--- src/rtl/rr_stream_mux.sv ---
// rr_stream_mux: N-channel WIDTH-bit stream multiplexer with a round-robin
// arbiter and a registered valid/ready output stage.
// Optional packet lock: define RRMUX_PKT_LOCK_EN to add in_last/out_last and keep
// a channel granted until it delivers its packet-end beat.
module rr_stream_mux #(
  parameter int N     = 4,
  parameter int WIDTH = 8,
  parameter int SELW  = $clog2(N)
) (
  input  logic               clk,
  input  logic               rst_n,
  input  logic [N*WIDTH-1:0] in_data,
  input  logic [N-1:0]       in_valid,
  output logic [N-1:0]       in_ready,
  output logic [WIDTH-1:0]   out_data,
  output logic               out_valid,
  input  logic               out_ready,
  output logic [SELW-1:0]    out_sel
`ifdef RRMUX_PKT_LOCK_EN
  ,
  input  logic [N-1:0]       in_last,
  output logic               out_last
`endif
);

  // Output register stage and arbitration pointer
  logic             out_valid_q, out_valid_d;
  logic [WIDTH-1:0] out_data_q,  out_data_d;
  logic [SELW-1:0]  out_sel_q,   out_sel_d;
  logic [SELW-1:0]  rr_ptr_q,    rr_ptr_d;

`ifdef RRMUX_PKT_LOCK_EN
  logic             lock_q,      lock_d;
  logic [SELW-1:0]  lock_ch_q,   lock_ch_d;
  logic             out_last_q,  out_last_d;
  logic             grant_last_s;
`endif

  logic             load_en_s;
  logic             grant_found_s;
  logic [SELW-1:0]  grant_idx_s;
  logic             xfer_s;
  logic             advance_s;
  logic [WIDTH-1:0] grant_data_s;
  logic             found_hi_s, found_lo_s;
  logic [SELW-1:0]  idx_hi_s,   idx_lo_s;

  // The output register can accept a new beat when empty or being drained
  assign load_en_s = !out_valid_q || out_ready;

  // Round-robin search: first valid at or above rr_ptr, else first valid overall
  always_comb begin
    found_hi_s = 1'b0;
    found_lo_s = 1'b0;
    idx_hi_s   = {SELW{1'b0}};
    idx_lo_s   = {SELW{1'b0}};
    for (int i = 0; i < N; i++) begin
      if (!found_hi_s && in_valid[i] && (SELW'(i) >= rr_ptr_q)) begin
        found_hi_s = 1'b1;
        idx_hi_s   = SELW'(i);
      end else begin
        found_hi_s = found_hi_s;
      end
      if (!found_lo_s && in_valid[i]) begin
        found_lo_s = 1'b1;
        idx_lo_s   = SELW'(i);
      end else begin
        found_lo_s = found_lo_s;
      end
    end
  end

  // Final grant selection; an active packet lock overrides the round-robin choice
  always_comb begin
    grant_found_s = found_hi_s || found_lo_s;
    if (found_hi_s) begin
      grant_idx_s = idx_hi_s;
    end else begin
      grant_idx_s = idx_lo_s;
    end
`ifdef RRMUX_PKT_LOCK_EN
    if (lock_q) begin
      // Locked channel only; others stay blocked even when it is idle
      grant_found_s = in_valid[lock_ch_q];
      grant_idx_s   = lock_ch_q;
    end else begin
      grant_found_s = grant_found_s;
    end
`endif
  end

  // A transfer happens when a grant exists and the output stage can load
  assign xfer_s = rst_n && load_en_s && grant_found_s;

  // Data mux and one-hot ready for the granted channel
  always_comb begin
    grant_data_s = {WIDTH{1'b0}};
    in_ready     = {N{1'b0}};
    for (int i = 0; i < N; i++) begin
      if (grant_idx_s == SELW'(i)) begin
        grant_data_s = in_data[i*WIDTH +: WIDTH];
        in_ready[i]  = xfer_s;
      end else begin
        in_ready[i]  = 1'b0;
      end
    end
  end

`ifdef RRMUX_PKT_LOCK_EN
  assign grant_last_s = in_last[grant_idx_s];
  // Pointer moves only when a packet completes
  assign advance_s    = xfer_s && grant_last_s;
`else
  assign advance_s    = xfer_s;
`endif

  // Next-state logic for the output stage, pointer and lock
  always_comb begin
    out_valid_d = out_valid_q;
    out_data_d  = out_data_q;
    out_sel_d   = out_sel_q;
    rr_ptr_d    = rr_ptr_q;
`ifdef RRMUX_PKT_LOCK_EN
    lock_d      = lock_q;
    lock_ch_d   = lock_ch_q;
    out_last_d  = out_last_q;
`endif
    if (load_en_s) begin
      out_valid_d = xfer_s;
    end else begin
      out_valid_d = out_valid_q;
    end
    if (xfer_s) begin
      out_data_d = grant_data_s;
      out_sel_d  = grant_idx_s;
`ifdef RRMUX_PKT_LOCK_EN
      out_last_d = grant_last_s;
      lock_d     = !grant_last_s;
      lock_ch_d  = grant_idx_s;
`endif
    end else begin
      out_data_d = out_data_q;
    end
    if (advance_s) begin
      if (grant_idx_s == SELW'(N-1)) begin
        rr_ptr_d = {SELW{1'b0}};
      end else begin
        rr_ptr_d = grant_idx_s + SELW'(1);
      end
    end else begin
      rr_ptr_d = rr_ptr_q;
    end
  end

  // State registers with synchronous active-low reset
  always_ff @(posedge clk) begin
    if (!rst_n) begin
      out_valid_q <= 1'b0;
      out_data_q  <= {WIDTH{1'b0}};
      out_sel_q   <= {SELW{1'b0}};
      rr_ptr_q    <= {SELW{1'b0}};
`ifdef RRMUX_PKT_LOCK_EN
      lock_q      <= 1'b0;
      lock_ch_q   <= {SELW{1'b0}};
      out_last_q  <= 1'b0;
`endif
    end else begin
      out_valid_q <= out_valid_d;
      out_data_q  <= out_data_d;
      out_sel_q   <= out_sel_d;
      rr_ptr_q    <= rr_ptr_d;
`ifdef RRMUX_PKT_LOCK_EN
      lock_q      <= lock_d;
      lock_ch_q   <= lock_ch_d;
      out_last_q  <= out_last_d;
`endif
    end
  end

  assign out_valid = out_valid_q;
  assign out_data  = out_data_q;
  assign out_sel   = out_sel_q;
`ifdef RRMUX_PKT_LOCK_EN
  assign out_last  = out_last_q;
`endif

endmodule
--- config.mk ---
export PLATFORM = sky130hd
export DESIGN_NAME = rr_stream_mux
export DESIGN_NICKNAME = d
export VERILOG_FILES = /design/src/rtl/rr_stream_mux.sv
export SDC_FILE = /design/constraint.sdc
export NUM_CORES = 1
export LEC_CHECK = 0
export ABC_AREA = 1
export CAP_MARGIN = 10
export CORE_ASPECT_RATIO = 0.5
export CORE_MARGIN = 3
export CORE_UTILIZATION = 28
export DETAILED_ROUTE_END_ITERATION = 10
export PLACE_DENSITY_LB_ADDON = 0.3
export SYNTH_ARGS = -nofsm -noshare
export SYNTH_HDL_FRONTEND = slang
export SYNTH_SLANG_ARGS = --single-unit
--- constraint.sdc ---
create_clock -name clk -period 3.95 [get_ports clk]
set_input_delay 0.5925 -clock clk [delete_from_list [all_inputs] [get_ports clk]]
set_output_delay 0.5925 -clock clk [all_outputs]
set_load 0.05 [all_outputs]
==> reports/metrics.yaml <==
status:
  run_status: "complete, no violations"
pwr:
  p_sw_mw: 0.326
  p_leak_nw: 0.679
  p_int_mw: 0.396
  swShare: 0.452
  comb_power_share: 0.582
  clkPwrFrac: 0.162
  irDropWorstVdd_mv: 0.197
  powerDensity_mw_per_mm2: 466
  power_frac_seq: 0.256
timing:
  post-route-period-util: 0.847
  tightestPinTransition_ps: 504
  postLayoutSetupSlackWorst_ps: 602
  finalMaxSlewViolations: 0
  hold_viol: 0
  setup_tns_ps: 0
  rsz0062_at_grt: "false"
  finClkSkew_ps: 2.01
  hold_slack_ps: 463
  max_freq_ghz: 0.299
  setup_viol_count_final: 0
  max_slew_margin: 0.663
  layout_min_cycle_time_ps: 3350
logic_synthesis:
  syn-num-nets: 186
  netlist_instances: 143
  yosys_warnings: 0
  synth-xor-area-share: 0
  synth_area_um2: 966
  ys_seq_elements: 13
  synth-simple-area-share: 0.407
  syn_avg_cell_area_um2: 6.75
  muxShareOfSynthArea: 0
  synth_compound_area_frac: 0.163
  synthAdderAreaFrac: 0.0518
  ys_types: 21
  yosysSeqAreaShare: 0.269
  synth_top_family_by_area: "simple AND/OR/NAND/NOR gates"
route:
  wl_um: 2480
  dr.pass1.iters: 4
  first_iter_violations: 42
  dr_total_vias: 1044
  vias_per_cell: 4.42
  antenna_left: 0
  drcViolationCount: 0
  wl_per_cell_um: 10.5
grt:
  grt_pass1_vias: 975
  grt_first_pass_wirelength_um: 4120
  grt-ovfl-total: 0
  antenna_found_initial: 0
  grt_max_degree: 18
  track_usage: 0.123
min_path:
  whs_endpoint: "out_data[4]$_SDFFE_PN0N_"
  holdPathStages: 2
  holdCritPathClass: "flip-flop to flip-flop"
  hold_start: "out_data[4]$_SDFFE_PN0N_"
finish:
  final_common_cell: "clkdlybuf4s50_1"
  area_growth_syn_to_layout_pct: 60.4
  fillers: 318
  register_area_um2: 260
  final_core_util: 0.491
  diodes: 0
  final_area_mm2: 0.00155
  layout-drive-gt1-share: 0.153
  most-common-layout-cells: "50 x clkdlybuf4s50_1, 45 x nand2_1, 13 x o21ai_1, 13 x dfxtp_1"
  fin_nets: 240
  multiInputGateArea_um2: 601
clock_tree:
  cts_buffers: 3
  ctsHtreeMaxLevel: 1
  tritoncts: "yes"
  clkTransAtPathRegs_ps: 50
  cts_setup_buffers: 0
  insertion_delay_ps: 240
  ctsHoldBuffers: 0
  cts_resized: 0
  cts-root-buf: "clkbuf_8"
  ctsLongestPathBuffers: 2
  cts.sink_count: 13
worst_setup_path:
  r2r-end: "out_data[1]$_SDFFE_PN0N_"
  r2r_setup_slack_ps: 1910
  crit_fanout: 4
  worst_setup_path_start_kind: "input pin"
  slowest_stage: "clkdlybuf4s50_1"
  reg2reg_depth: 13
  critPathRequiredTime_ps: 3360
  criticalPathCategory: "input pin to primary output"
  endpoint_kind: "primary output"
  cpPeakStageDelay_ps: 810
  crit_chain: "clkdlybuf4s50_1 -> inv_1 -> nor2_2 -> a21oi_1 -> nand3_1 -> nand2_2 -> ha_1 -> inv_1 -> nor2_1 -> clkdlybuf4s50_1"
  worstPathArrival_ps: 2760
  crit-reg2reg-launch: "rr_ptr_q[1]$_SDFFE_PN0N_"
floorplan:
  fp.dieArea_mm2: 0.00423
  die_y_um: 47.5
  core_mm2: 0.00315
  dieWidth_um: 89.1
  fp-row-count: 14
  initial_core_util: 0.306
  ios: 54
placement:
  place_congestion: 0.702
  place_hpwl_um: 2060
  pre_cts_ws_ps: 593
  portBuffers: 53
  placed_cell_area_mm2: 0.00150
flow_run:
  drv_cap: 0
-- critical path, delay by kind of cell --
kind,cells,cell delay [ps]
buf+inv,4,1450
compound gates,1,160
simple gates,4,380
fa+ha+maj,1,150
-- registers in the layout (all words and copies together) (netlist names) --
| register | flops |
|---|---|
| out_sel | 2 |
| out_data | 8 |
| out_valid | 1 |
| rr_ptr_q | 2 |
-- layer usage --
layer | global-route usage | up-vias | routed length, um
met2 | 0.212 | 23 | 1190
met3 | 0.0395 | 0 | 135
li1 | - | 563 | -
met4 | 0.0267 | 0 | 0
met1 | 0.156 | 458 | 1150
met5 | 0 | - | 0
-- synthesized netlist by cell type --
cell / instances / area (um2)
nor3_2: 1 / 10.0
nand3_1: 8 / 40.0
nor2_1: 6 / 22.5
a21oi_2: 2 / 17.5
a21oi_1: 11 / 55.1
nand3_4: 1 / 17.5
buf_6: 2 / 22.5
buf_8: 1 / 15.0
dfxtp_1: 13 / 260
o21ai_1: 13 / 65.1
o21ai_0: 4 / 20.0
nor2_4: 1 / 11.3
nor2_8: 1 / 20.0
inv_4: 1 / 6.26
inv_1: 11 / 41.3
nand2_1: 45 / 169
buf_2: 4 / 20.0
nor2_2: 2 / 12.5
nand2_2: 8 / 50.1
ha_1: 4 / 50.1
nand3_2: 4 / 40.0
-- how the worst max path moves through the flow --
stage,slack [ps],endpoint,startpoint,cells past startpoint
floorplan,1150,in_ready[3],in_valid[1],11
global placement,660,in_ready[0],in_valid[1],10
detailed placement,590,in_ready[0],in_valid[1],10
CTS,570,in_ready[0],in_valid[1],10
global route,360,in_ready[0],in_valid[1],10
finish,600,in_ready[0],in_valid[1],10
-- cells by family after synthesis --
kind of cell,after synthesis
simple gates,77
compound gates,30
buf+inv,19
flops,13
fa+ha+maj,4
-- cell type report --
cell class | instances | area share
multi-input cells | 111 | 0.388
inverters | 12 | 0.0307
well taps | 40 | 0.0323
clock buffers | 4 | 0.0291
repair buffers | 56 | 0.352
flip-flops and latches | 13 | 0.168
-- through the flow --
stage          instances  total power [mW]
2_1_floorplan        143             0.483
3_3_place_gp         232             0.607
4_1_cts              236             0.733
3_5_place_dp         232             0.611
5_1_grt              236             0.781
6_report             236             0.722
-- power groups by stage --
| stage | logic, mW | clock network (mW) | registers, mW |
|---|---|---|---|
| after floorplan | 0.205 | 0 | 0.279 |
| after global placement | 0.420 | 0 | 0.187 |
| after detailed placement | 0.424 | 0 | 0.187 |
| after CTS | 0.427 | 0.121 | 0.185 |
| after global routing | 0.462 | 0.129 | 0.189 |
| final | 0.420 | 0.117 | 0.184 |
Power figures use the tool's default switching activity.
